$ cat src/rtl/mul2_frac_pkg.sv
// -----------------------------------------------------------------------------
// mul2_frac_pkg
// Shared constants and the controller state type for the sequential
// fixed-point multiplier mul2_frac (o = floor(a * f / 2^F_W)).
// No ports.
// -----------------------------------------------------------------------------
package mul2_frac_pkg;

    localparam int MUL2_A_W  = 22;             // integer operand / result width
    localparam int MUL2_F_W  = 32;             // fraction width, 0.F_W format
    localparam int MUL2_ITER = MUL2_F_W / 2;   // radix-4 steps per operation

    typedef enum logic [1:0] {
        IDLE = 2'd0,
        BUSY = 2'd1,
        DONE = 2'd2
    } state_t;

endpackage : mul2_frac_pkg

$ cat src/rtl/mul2_frac_if.sv
// -----------------------------------------------------------------------------
// mul2_frac_if
// Operand / result handshake bundle for mul2_frac.
//   in_valid, in_ready : operand handshake (producer -> multiplier)
//   a [A_W]            : unsigned integer multiplicand
//   f [F_W]            : unsigned 0.F_W fractional multiplier
//   out_valid, out_ready : result handshake (multiplier -> consumer)
//   o [A_W]            : result
// Modports: master = the side that supplies operands and takes results,
//           slave  = the multiplier.
// -----------------------------------------------------------------------------
interface mul2_frac_if
    import mul2_frac_pkg::*;
#(
    parameter int A_W = MUL2_A_W,
    parameter int F_W = MUL2_F_W
);

    logic           in_valid;
    logic           in_ready;
    logic [A_W-1:0] a;
    logic [F_W-1:0] f;
    logic           out_valid;
    logic           out_ready;
    logic [A_W-1:0] o;

    modport master (
        output in_valid, a, f, out_ready,
        input  in_ready, out_valid, o
    );

    modport slave (
        input  in_valid, a, f, out_ready,
        output in_ready, out_valid, o
    );

endinterface : mul2_frac_if

$ cat src/rtl/mul2_frac_pe.sv
// -----------------------------------------------------------------------------
// mul2_frac_pe
// Combinational radix-4 shift-add step: acc_next = (acc << 2) + a * digit.
// The digit multiple is formed from a, 2a or 3a = a + 2a, so no multiplier
// is needed.
// Ports:
//   acc      [ACC_W] in  : running accumulator
//   a        [A_W]   in  : integer multiplicand
//   digit    [2]     in  : current two fraction bits (MSB first)
//   acc_next [ACC_W] out : updated accumulator
// -----------------------------------------------------------------------------
module mul2_frac_pe #(
    parameter int A_W   = 22,
    parameter int ACC_W = 56
) (
    input  logic [ACC_W-1:0] acc,
    input  logic [A_W-1:0]   a,
    input  logic [1:0]       digit,
    output logic [ACC_W-1:0] acc_next
);

    logic [ACC_W-1:0] a_ext;
    logic [ACC_W-1:0] term;

    assign a_ext = ACC_W'(a);

    always_comb begin
        // NOTE: default assignment first so every path drives term; without
        // it a missed case item would infer a latch.
        term = '0;
        case (digit)
            2'd1:    term = a_ext;
            2'd2:    term = a_ext << 1;
            2'd3:    term = a_ext + (a_ext << 1);
            default: term = '0;
        endcase
    end

    assign acc_next = (acc << 2) + term;

endmodule : mul2_frac_pe

$ cat src/rtl/mul2_frac.sv
// -----------------------------------------------------------------------------
// mul2_frac
// Sequential fixed-point multiplier: o = floor(a * f / 2^F_W), with a an
// unsigned integer and f an unsigned 0.F_W fraction. Re-scales block values
// by normalisation factors from the companion 0.32-quotient divider.
// Two fraction bits are consumed per cycle, MSB first (F_W/2 steps). One
// operation is in flight at a time; a result is presented 17 edges after the
// operands are accepted (for F_W = 32) and held until taken.
//
// Optional feature: define MUL2_FRAC_ROUND_EN for round-half-up,
// o = floor((a * f + 2^(F_W-1)) / 2^F_W). Default build truncates.
//
// Ports:
//   clk   in : clock, rising edge
//   rst_n in : asynchronous active-low reset
//   bus      : mul2_frac_if.slave (in_valid/in_ready/a/f,
//              out_valid/out_ready/o)
// Parameters: A_W operand/result width, F_W fraction width (even),
//             CNT_W step counter width (F_W/2 <= 2^CNT_W).
// -----------------------------------------------------------------------------
module mul2_frac
    import mul2_frac_pkg::*;
#(
    parameter int A_W   = MUL2_A_W,
    parameter int F_W   = MUL2_F_W,
    parameter int CNT_W = 4
) (
    input  logic        clk,
    input  logic        rst_n,
    mul2_frac_if.slave  bus
);

    // Two bits of headroom so the pre-shift accumulator never loses bits;
    // a*f < 2^(A_W+F_W) bounds every partial sum.
    localparam int               ACC_W    = A_W + F_W + 2;
    localparam logic [CNT_W-1:0] CNT_INIT = CNT_W'(F_W / 2 - 1);

`ifdef MUL2_FRAC_ROUND_EN
    // Half an output LSB; only the final step's sum is registered into o,
    // so the half is effectively added in the last BUSY cycle.
    localparam logic [ACC_W-1:0] ROUND_ADD = ACC_W'(1) << (F_W - 1);
`else
    localparam logic [ACC_W-1:0] ROUND_ADD = '0;
`endif

    state_t           state;
    state_t           state_nxt;
    logic [CNT_W-1:0] cnt;
    logic [A_W-1:0]   a_q;
    logic [F_W-1:0]   f_q;
    logic [ACC_W-1:0] acc;
    logic [ACC_W-1:0] acc_step;
    logic [ACC_W-1:0] acc_fin;
    logic [A_W-1:0]   o_q;
    logic             accept;
    logic             last_step;

    assign accept    = (state == IDLE) && bus.in_valid;
    assign last_step = (state == BUSY) && (cnt == '0);

    mul2_frac_pe #(
        .A_W   (A_W),
        .ACC_W (ACC_W)
    ) u_pe (
        .acc      (acc),
        .a        (a_q),
        .digit    (f_q[F_W-1 -: 2]),
        .acc_next (acc_step)
    );

    // The rounded sum never exceeds a, so the slice above F_W fits in A_W.
    assign acc_fin = acc_step + ROUND_ADD;

    // ---------------- FSM: state register ----------------
    always_ff @(posedge clk or negedge rst_n) begin
        // NOTE: non-blocking assignments in clocked blocks so every register
        // samples the pre-edge values regardless of block evaluation order.
        if (!rst_n) begin
            state <= IDLE;
        end else begin
            state <= state_nxt;
        end
    end

    // ---------------- FSM: next-state logic ----------------
    always_comb begin
        state_nxt = state;
        case (state)
            IDLE:    if (accept)        state_nxt = BUSY;
            BUSY:    if (last_step)     state_nxt = DONE;
            DONE:    if (bus.out_ready) state_nxt = IDLE;
            default:                    state_nxt = IDLE;
        endcase
    end

    // ---------------- FSM: outputs ----------------
    always_comb begin
        bus.in_ready  = (state == IDLE);
        bus.out_valid = (state == DONE);
    end

    assign bus.o = o_q;

    // ---------------- datapath ----------------
    // Operands are captured only on acceptance, so changes on a/f/in_valid
    // during BUSY/DONE have no effect. o_q is only written on the last step,
    // which keeps it stable through DONE and after the handshake.
    always_ff @(posedge clk or negedge rst_n) begin
        if (!rst_n) begin
            a_q <= '0;
            f_q <= '0;
            acc <= '0;
            cnt <= '0;
            o_q <= '0;
        end else if (accept) begin
            a_q <= bus.a;
            f_q <= bus.f;
            acc <= '0;
            cnt <= CNT_INIT;
        end else if (state == BUSY) begin
            acc <= acc_step;
            f_q <= f_q << 2;
            if (cnt == '0) begin
                o_q <= A_W'(acc_fin >> F_W);
            end else begin
                cnt <= cnt - CNT_W'(1);
            end
        end
    end

endmodule : mul2_frac

$ cat src/flat_wrapper.sv
// flat-port wrapper written by rule: the top's interface ports become plain ports
module mul2_frac_flat import mul2_frac_pkg::*;
#(
    parameter int A_W   = MUL2_A_W,
    parameter int F_W   = MUL2_F_W,
    parameter int CNT_W = 4
)
  (clk, rst_n, bus_in_valid, bus_a, bus_f, bus_out_ready, bus_in_ready, bus_out_valid, bus_o);
  mul2_frac_if #(.A_W(A_W), .F_W(F_W)) bus_i ();
  input  logic clk;
  input  logic rst_n;
  input wire logic [$bits(bus_i.in_valid)-1:0] bus_in_valid;
  input wire logic [$bits(bus_i.a)-1:0] bus_a;
  input wire logic [$bits(bus_i.f)-1:0] bus_f;
  input wire logic [$bits(bus_i.out_ready)-1:0] bus_out_ready;
  output wire logic [$bits(bus_i.in_ready)-1:0] bus_in_ready;
  output wire logic [$bits(bus_i.out_valid)-1:0] bus_out_valid;
  output wire logic [$bits(bus_i.o)-1:0] bus_o;
  assign bus_i.in_valid = bus_in_valid;
  assign bus_i.a = bus_a;
  assign bus_i.f = bus_f;
  assign bus_i.out_ready = bus_out_ready;
  assign bus_in_ready = bus_i.in_ready;
  assign bus_out_valid = bus_i.out_valid;
  assign bus_o = bus_i.o;
  mul2_frac #(.A_W(A_W), .F_W(F_W), .CNT_W(CNT_W)) u_core (.clk(clk), .rst_n(rst_n), .bus(bus_i));
endmodule
$ cat config.mk
export PLATFORM = sky130hd
export DESIGN_NAME = mul2_frac_flat
export DESIGN_NICKNAME = d
export VERILOG_FILES = /design/src/rtl/mul2_frac_pkg.sv /design/src/rtl/mul2_frac_if.sv /design/src/rtl/mul2_frac_pe.sv /design/src/rtl/mul2_frac.sv /design/src/flat_wrapper.sv
export SDC_FILE = /design/constraint.sdc
export NUM_CORES = 1
export LEC_CHECK = 0
export BUFFER_PORTS_ARGS = -buffer_cell sky130_fd_sc_hd__buf_2
export CAP_MARGIN = 20
export CORE_ASPECT_RATIO = 0.75
export CORE_MARGIN = 2
export CORE_UTILIZATION = 40
export CTS_CLUSTER_DIAMETER = 40
export DETAILED_ROUTE_END_ITERATION = 8
export PLACE_DENSITY_LB_ADDON = 0.08
export SKIP_CTS_REPAIR_TIMING = 1
export SYNTH_ARGS = -nofsm -noshare
export SYNTH_HDL_FRONTEND = slang
export SYNTH_SLANG_ARGS = --single-unit
export TNS_END_PERCENT = 1
$ cat constraint.sdc
create_clock -name clk -period 8.4 [get_ports clk]
set_input_delay 1.68 -clock clk [delete_from_list [all_inputs] [get_ports clk]]
set_output_delay 1.68 -clock clk [all_outputs]
set_load 0.02 [all_outputs]
==> results of run 1 <==
routing by layer:
layer | track usage, % | up-vias | part of all wire, %
met5 | 0 | - | 0
met4 | 4.525 | 0 | 0.63
met3 | 4.940 | 11 | 4.3
li1 | - | 3446 | -
met2 | 28.24 | 110 | 41
met1 | 31.11 | 3245 | 54
flip-flops by register name, summed over array words and instances (netlist names):
name / cells
u_core.state: 2
u_core.bus.o: 22
u_core.cnt: 4
u_core.a_q: 22
u_core.f_q: 32
u_core.acc: 52
cell usage in the layout (no fill, tap or decap), drive strengths merged, types with 7 or more instances in the layout:
master | netlist | routed
a21o | 19 | 19
a21oi | 34 | 34
a22o | 11 | 11
a22oi | 35 | 35
a31oi | 11 | 11
and2 | 8 | 8
and3 | 9 | 9
buf | 4 | 90
clkbuf | 40 | 17
clkinv | 1 | 7
dfrtp | 134 | 134
ha | 47 | 47
inv | 18 | 26
mux2 | 9 | 9
nand2 | 231 | 231
nand3 | 31 | 31
nand4 | 11 | 11
nor2 | 28 | 28
nor2b | 7 | 7
nor3 | 11 | 11
o21a | 8 | 8
o21ai | 109 | 109
xnor2 | 38 | 38
xor2 | 29 | 29
report_power, final:
group	switching (W)	internal, W	leakage [nW]
Clock	0.000331	0.000422	0.292
Combinational	0.00147	0.00103	2.47
Sequential	0.000272	0.000948	1.70
Total	0.00207	0.00240	4.46
final timing paths:
kind | to | slack [ns] | startpoint | cells after the start
max in group asynchronous | u_core.acc[45] | 5.86 | rst_n | 2
max reg2reg | u_core.bus.o[10] | 3.18 | u_core.a_q[3] | 19
min reg2reg | u_core.bus.o[0] | 0.47 | u_core.bus.o[0] | 2
min | u_core.bus.o[0] | 0.47 | u_core.bus.o[0] | 2
max | u_core.bus.o[10] | 3.18 | u_core.a_q[3] | 19
min in group asynchronous | u_core.acc[32] | 1.26 | rst_n | 1
logic make-up after synthesis:
logic type / Yosys count
and+or+nand+nor: 361
AOI/OAI and AO/OA: 260
DFF: 134
xor gates and xnor gates: 67
buffers and inverters: 63
adders and majority gates: 49
muxes: 9
layout make-up:
type | count | area (um^2) | area share, %
multi-input combinational | 746 | 4624 | 48.97
sequential | 134 | 3353 | 35.51
clock inverter | 15 | 161.4 | 1.709
tap | 258 | 322.8 | 3.418
timing repair buffer | 90 | 483.0 | 5.114
clock buffer | 17 | 425.4 | 4.505
antenna | 1 | 2.502 | 0.02650
inverter | 19 | 71.32 | 0.7552
through the flow:
stage          setup slack (ns)  instances  hold WS, ns
6_report                  3.182       1280       0.4730
5_1_grt                   2.675       1279       0.4997
4_1_cts                   3.263       1279       0.4785
3_5_place_dp              3.283       1247       0.4646
3_3_place_gp              3.146       1246       0.4604
2_1_floorplan             3.980        943       0.4468
critical path: cells and delay by family (launching register included):
kind | cells | cell delay (ns)
flip-flops | 1 | 0.43
adder cells (fa/ha/maj) | 2 | 0.72
AO/OA/AOI/OAI | 9 | 2.31
AND/OR/NAND/NOR | 5 | 0.99
multiplexers | 1 | 0.26
XOR/XNOR | 2 | 0.35
==> metrics.md, run 1 <==
| Metric | Value |
|---|---|
| Routability cong. | `0.8446` |
| WP data required | `8.69 ns` |
| CP max-delay cell | `a221oi_1` |
| Clock Path Buffers | `2` |
| Via density | `5.322` |
| Initial DRC count | `440` |
| # IOs | `82` |
| Fill cells | `1973` |
| Cell Area, Placed | `0.008855 mm^2` |
| CP Data Arrival Time | `5.51 ns` |
| VDD IR max | `0.1903 mV` |
| Core Rows | `45` |
| Final Hold Fails | `0` |
| Yosys reg bits | `134` |
| CTS tree | `built` |
| Core area | `0.02016 mm^2` |
| Top cell type's share of synthesized area | `40.85%` |
| Fin area | `0.009444 mm^2` |
| Root Buffer | `clkbuf_16` |
| Global route overflow | `0` |
| PwrDens | `474.1 mW/mm^2` |
| Port Buf Inserts | `81` |
| Syn Std Cell Area | `0.008208 mm^2` |
| Global-route usage over all layers | `20.18%` |
| Clock Pin Slew Worst Setup and Hold Paths | `0.07 ns` |
| Post-DRT Antenna Nets | `0` |
| Clk_lat worst skew | `0.43 ns` |
| Syn. warnings | `0` |
| Post-route DRC | `0` |
| TritonRoute pass-1 iters | `5` |
| Initial antenna violation count | `1` |
| Area delta synth->final | `15.06%` |
| First-pass GRT wire length | `34880 um` |
| Complex-gate fraction of the synthesized area | `20.15%` |
| Worst-Margin Slew | `0.9074 ns` |
| Max Cap Viol | `0` |
| Synthesized instance count | `943` |
| Clock tree sinks | `134` |
| Initial Util | `40.72%` |
| Fraction of layout cells with a size suffix above 1 | `14.69%` |
| Synth Flop Type | `dfrtp_1` |
| Final Net Count | `1115` |
| Vias in the first global route | `6662` |
| WS Path Type | `flip-flop to flip-flop` |
| Setup crit end kind | `flip-flop` |
| Setup violators final | `0` |
| Synth cell count leaders | `nand2_1, dfrtp_1, o21ai_0, ha_1, clkbuf_1` |
| Pwr Total | `0.004477 W` |
| H-Tree Depth | `4` |
| Final Cycle Share | `62.12%` |
| Multiplexer area fraction after synthesis | `1.235%` |
| Peak Freq | `191.6 MHz` |
| Final TNS setup | `0 ns` |
| XOR/XNOR share of the synthesized area | `7.149%` |
| Unrepaired setup endpoints after global routing | `no` |
| Largest cells by area after synthesis | `dfrtp_1, nand2_1, ha_1` |
| Status | `complete, no violations` |
| Largest net degree at the start of global routing | `77` |
| Syn Nets | `1050` |
| Final core utilization | `46.85%` |
| Crit path cell chain | `ha_1, o21ai_0, o21ai_0, nand2_1, a221oi_1, a221o_1, xor2_1, mux2_2, a22o_1, ha_1, nand2_1, or3_1, nor3_1, o21ai_1, o211a_1, o21ai_4, nand4_1, xor2_1, o21ai_1` |
| Die Y-Extent | `128.1 um` |
| Final Skew | `0.01078 ns` |
| Max-slew headroom | `39.50%` |
| Via total after detailed routing | `6812` |
| Pins Over Slew Limit | `0` |
| Drt total wl | `20520 um` |
| DP HPWL | `13860 um` |
| Number of distinct library cells after synthesis | `55` |
| Post-Syn Area per Cell | `8.704 um^2` |
| Top-count cell post-synth | `nand2_1` |
| Largest family of logic cells by synthesized area | `compound AO/OA/AOI/OAI gates` |
| CTS Buf Count | `17` |
| Post-Synth Adder-Cell Area | `7.652%` |
| CP max FO | `10` |
| Wire per inst | `16.03 um` |
| Leading area contributor after synthesis | `dfrtp_1` |
| Min-Delay Path Class | `flip-flop to flip-flop` |
| Simple-gate share of the synthesized area | `19.98%` |
| Leakage Power | `4.463 nW` |
| Post-synthesis sequential area ratio | `40.85%` |
| Die area | `0.02169 mm^2` |
| Die width | `169.4 um` |
| Number of synthesized flops with an enable pin | `0` |
| CP peak stage delay | `0.52 ns` |
| Fin crit period | `5.218 ns` |
| Ys async rst share | `100.0%` |
| Crit start category | `flip-flop` |
Note: power is estimated with default switching activity, not from simulation.
==> inputs of run 2 (changes only) <==
==> constraint.sdc (replaced) <==
create_clock -name clk -period 4.44 [get_ports clk]
set_input_delay 0.888 -clock clk [delete_from_list [all_inputs] [get_ports clk]]
set_output_delay 0.888 -clock clk [all_outputs]
set_load 0.02 [all_outputs]
==> run 2 against run 1 <==
Against the previous run: the run now ends with negative setup slack left; combinational power grew 130%; via count is 5.3% higher; sequential power increased by 86%; clock power is 86% higher; worst hold slack got worse by 0.012 ns; core utilization up 4.4 points; setup slack worse by 3.3 ns.
==> metrics.md, run 2 (synthesis gave the netlist of run 1 again) <==
| Metric | Value |
|---|---|
| Status | `finished with violations` |
| Failing checks | `negative setup slack` |
| Worst-Margin Slew | `0.7859 ns (-0.1216 ns)` |
| Crit start category | `flip-flop` |
| Initial DRC count | `449 (+2.0%)` |
| Clock Path Buffers | `2 (unchanged)` |
| Pins Over Slew Limit | `0 (unchanged)` |
| Final TNS setup | `-2.535 ns (-2.535 ns)` |
| Commonest non-fill, non-tap cell in the layout | `nand2_1` |
| Core area | `0.02016 mm^2 (unchanged)` |
| Max-slew headroom | `47.61% (+8.1 points)` |
| Leakage Power | `4.977 nW (+12%)` |
| Port Buf Inserts | `81 (unchanged)` |
| Min-Delay Path Class | `input port to asynchronous set/reset pin` |
| WHS | `0.4611 ns (-0.01190 ns)` |
| Area delta synth->final | `25.87%` |
| Setup violators final | `44 (+44)` |
| Core Rows | `45 (unchanged)` |
| Diode count | `0 (-1)` |
| Top delay family on crit path | `compound AO/OA/AOI/OAI gates` |
| WP data required | `4.74 ns (-3.95 ns)` |
| VDD IR max | `0.3480 mV (+83%)` |
| Post-route DRC | `0 (unchanged)` |
| Wire per inst | `15.72 um (-1.9%)` |
| Fin crit period | `4.595 ns (-0.6230 ns)` |
| WS Path Type | `flip-flop to flip-flop` |
| PwrDens | `919.5 mW/mm^2 (+94%)` |
| Final Net Count | `1210 (+8.5%)` |
| Clk_lat worst skew | `0.43 ns (about the same)` |
| Die width | `169.4 um (unchanged)` |
| First-pass GRT wire length | `36080 um (+3.4%)` |
| H-Tree Depth | `4 (unchanged)` |
| Die area | `0.02169 mm^2 (unchanged)` |
| Final setup margin | `-0.1552 ns (-3.337 ns)` |
| Global route overflow | `0 (unchanged)` |
| Global-route usage over all layers | `20.91% (+0.73 points)` |
| CP max-delay cell | `dfrtp_1` |
| # IOs | `82 (unchanged)` |
| Drt total wl | `21600 um (+5.3%)` |
| TritonRoute pass-1 iters | `4 (-1)` |
| Fraction of layout cells with a size suffix above 1 | `23.84% (+9.1 points)` |
| Vias in the first global route | `6971 (+4.6%)` |
| Most frequent cells in the layout | `nand2_1, dfrtp_1, buf_4` |
| Worst Path Buf+Inv | `3 (+3)` |
| Unrepaired setup endpoints after global routing | `yes` |
| Setup crit end kind | `flip-flop` |
| Routability cong. | `0.8469 (+0.27%)` |
| Die Y-Extent | `128.1 um (unchanged)` |
| Largest net degree at the start of global routing | `73 (-5.2%)` |
| Via density | `5.222 (-1.9%)` |
| Max Cap Viol | `0 (unchanged)` |
| Via total after detailed routing | `7175 (+5.3%)` |
| Largest Register | `u_core.acc` |
| CTS tree | `built` |
| CP max FO | `5 (-5)` |
| Initial antenna violation count | `0 (-1)` |
| DP HPWL | `14830 um (+6.9%)` |
| Initial Util | `40.72% (unchanged)` |
| Final Cycle Share | `103.5% (+41 points)` |
| CP Data Arrival Time | `4.89 ns (-0.62 ns)` |
| Final Skew | `0.009912 ns (-0.0008664 ns)` |
| Clock Pin Slew Worst Setup and Hold Paths | `0.07 ns (about the same)` |
| Root Buffer | `clkbuf_16` |
| Final Hold Fails | `0 (unchanged)` |
| Worst path depth | `22 (+3)` |
| Post-DRT Antenna Nets | `0 (unchanged)` |
| Largest registers | `u_core.acc (52), u_core.f_q (32)` |
| CP peak stage delay | `0.40 ns (-0.12 ns)` |
| Peak Freq | `217.6 MHz (+14%)` |
| Max FFs per register | `52 (unchanged)` |
| Crit path cell chain | `ha_2, inv_2, fa_2, nor2b_1, o31a_1, o21ai_2, nand2_2, a211o_1, xor2_1, mux2_2, a22o_1, ha_1, inv_1, or3_4, nor3_4, o21ai_2, o211a_1, o21ai_4, buf_12, nand4_1, xor2_1, o21ai_0` |
| CTS Buf Count | `17 (unchanged)` |
| Worst R2R Path Depth | `22 (+3)` |
| Clock tree sinks | `134 (unchanged)` |
==> run 2: worst paths after layout <==
path,startpoint,end,slack [ns]
worst max-delay path,u_core.a_q[1],u_core.bus.o[12],-0.16
worst min-delay path,rst_n,u_core.acc[16],0.46
worst max register to register,u_core.a_q[1],u_core.bus.o[12],-0.16
worst min register to register,u_core.bus.o[1],u_core.bus.o[1],0.47
max in group asynchronous,rst_n,u_core.a_q[2],2.99
min in group clk,u_core.bus.o[1],u_core.bus.o[1],0.47
==> run 2: stage by stage <==
| step | util (%) | instances | power (W) | setup slack (ns) | cell area, um^2 |
|---|---|---|---|---|---|
| 2_1_floorplan | - | 943 | 0.005870 | 0.01987 | 8208 |
| 3_3_place_gp | 47.39 | 1337 | 0.007868 | -0.2538 | 9552 |
| 3_5_place_dp | 47.42 | 1338 | 0.007896 | -0.3513 | 9559 |
| 4_1_cts | 50.29 | 1370 | 0.009334 | -0.3920 | 10140 |
| 5_1_grt | 51.25 | 1374 | 0.01040 | -0.4340 | 10330 |
| 6_report | 51.25 | 1374 | 0.009500 | -0.1552 | 10330 |
==> run 2: power by group <==
| part | switching [W] | total [W] | internal, W |
|---|---|---|---|
| logic | 0.00307 | 0.00583 | 0.00276 |
| registers | 0.000475 | 0.00227 | 0.00180 |
| clock network | 0.000654 | 0.00140 | 0.000748 |
| total | 0.00420 | 0.00950 | 0.00530 |
==> run 2: final cells by class <==
cell class                 count  area, um^2
clock buffer                  17       425.4
clock inverter                15       152.6
fill                        1913        9826
inverter                      19       71.32
multi-input combinational    746        4751
sequential                   134        3356
tap                          258       322.8
timing repair buffer         185        1252
==> run 2: layer usage <==
metal / track usage [%] / part of all wire [%]
met3: 4.415 / 4.3
met4: 4.676 / 0.90
met2: 29.15 / 40
met1: 32.81 / 54
met5: 0 / 0
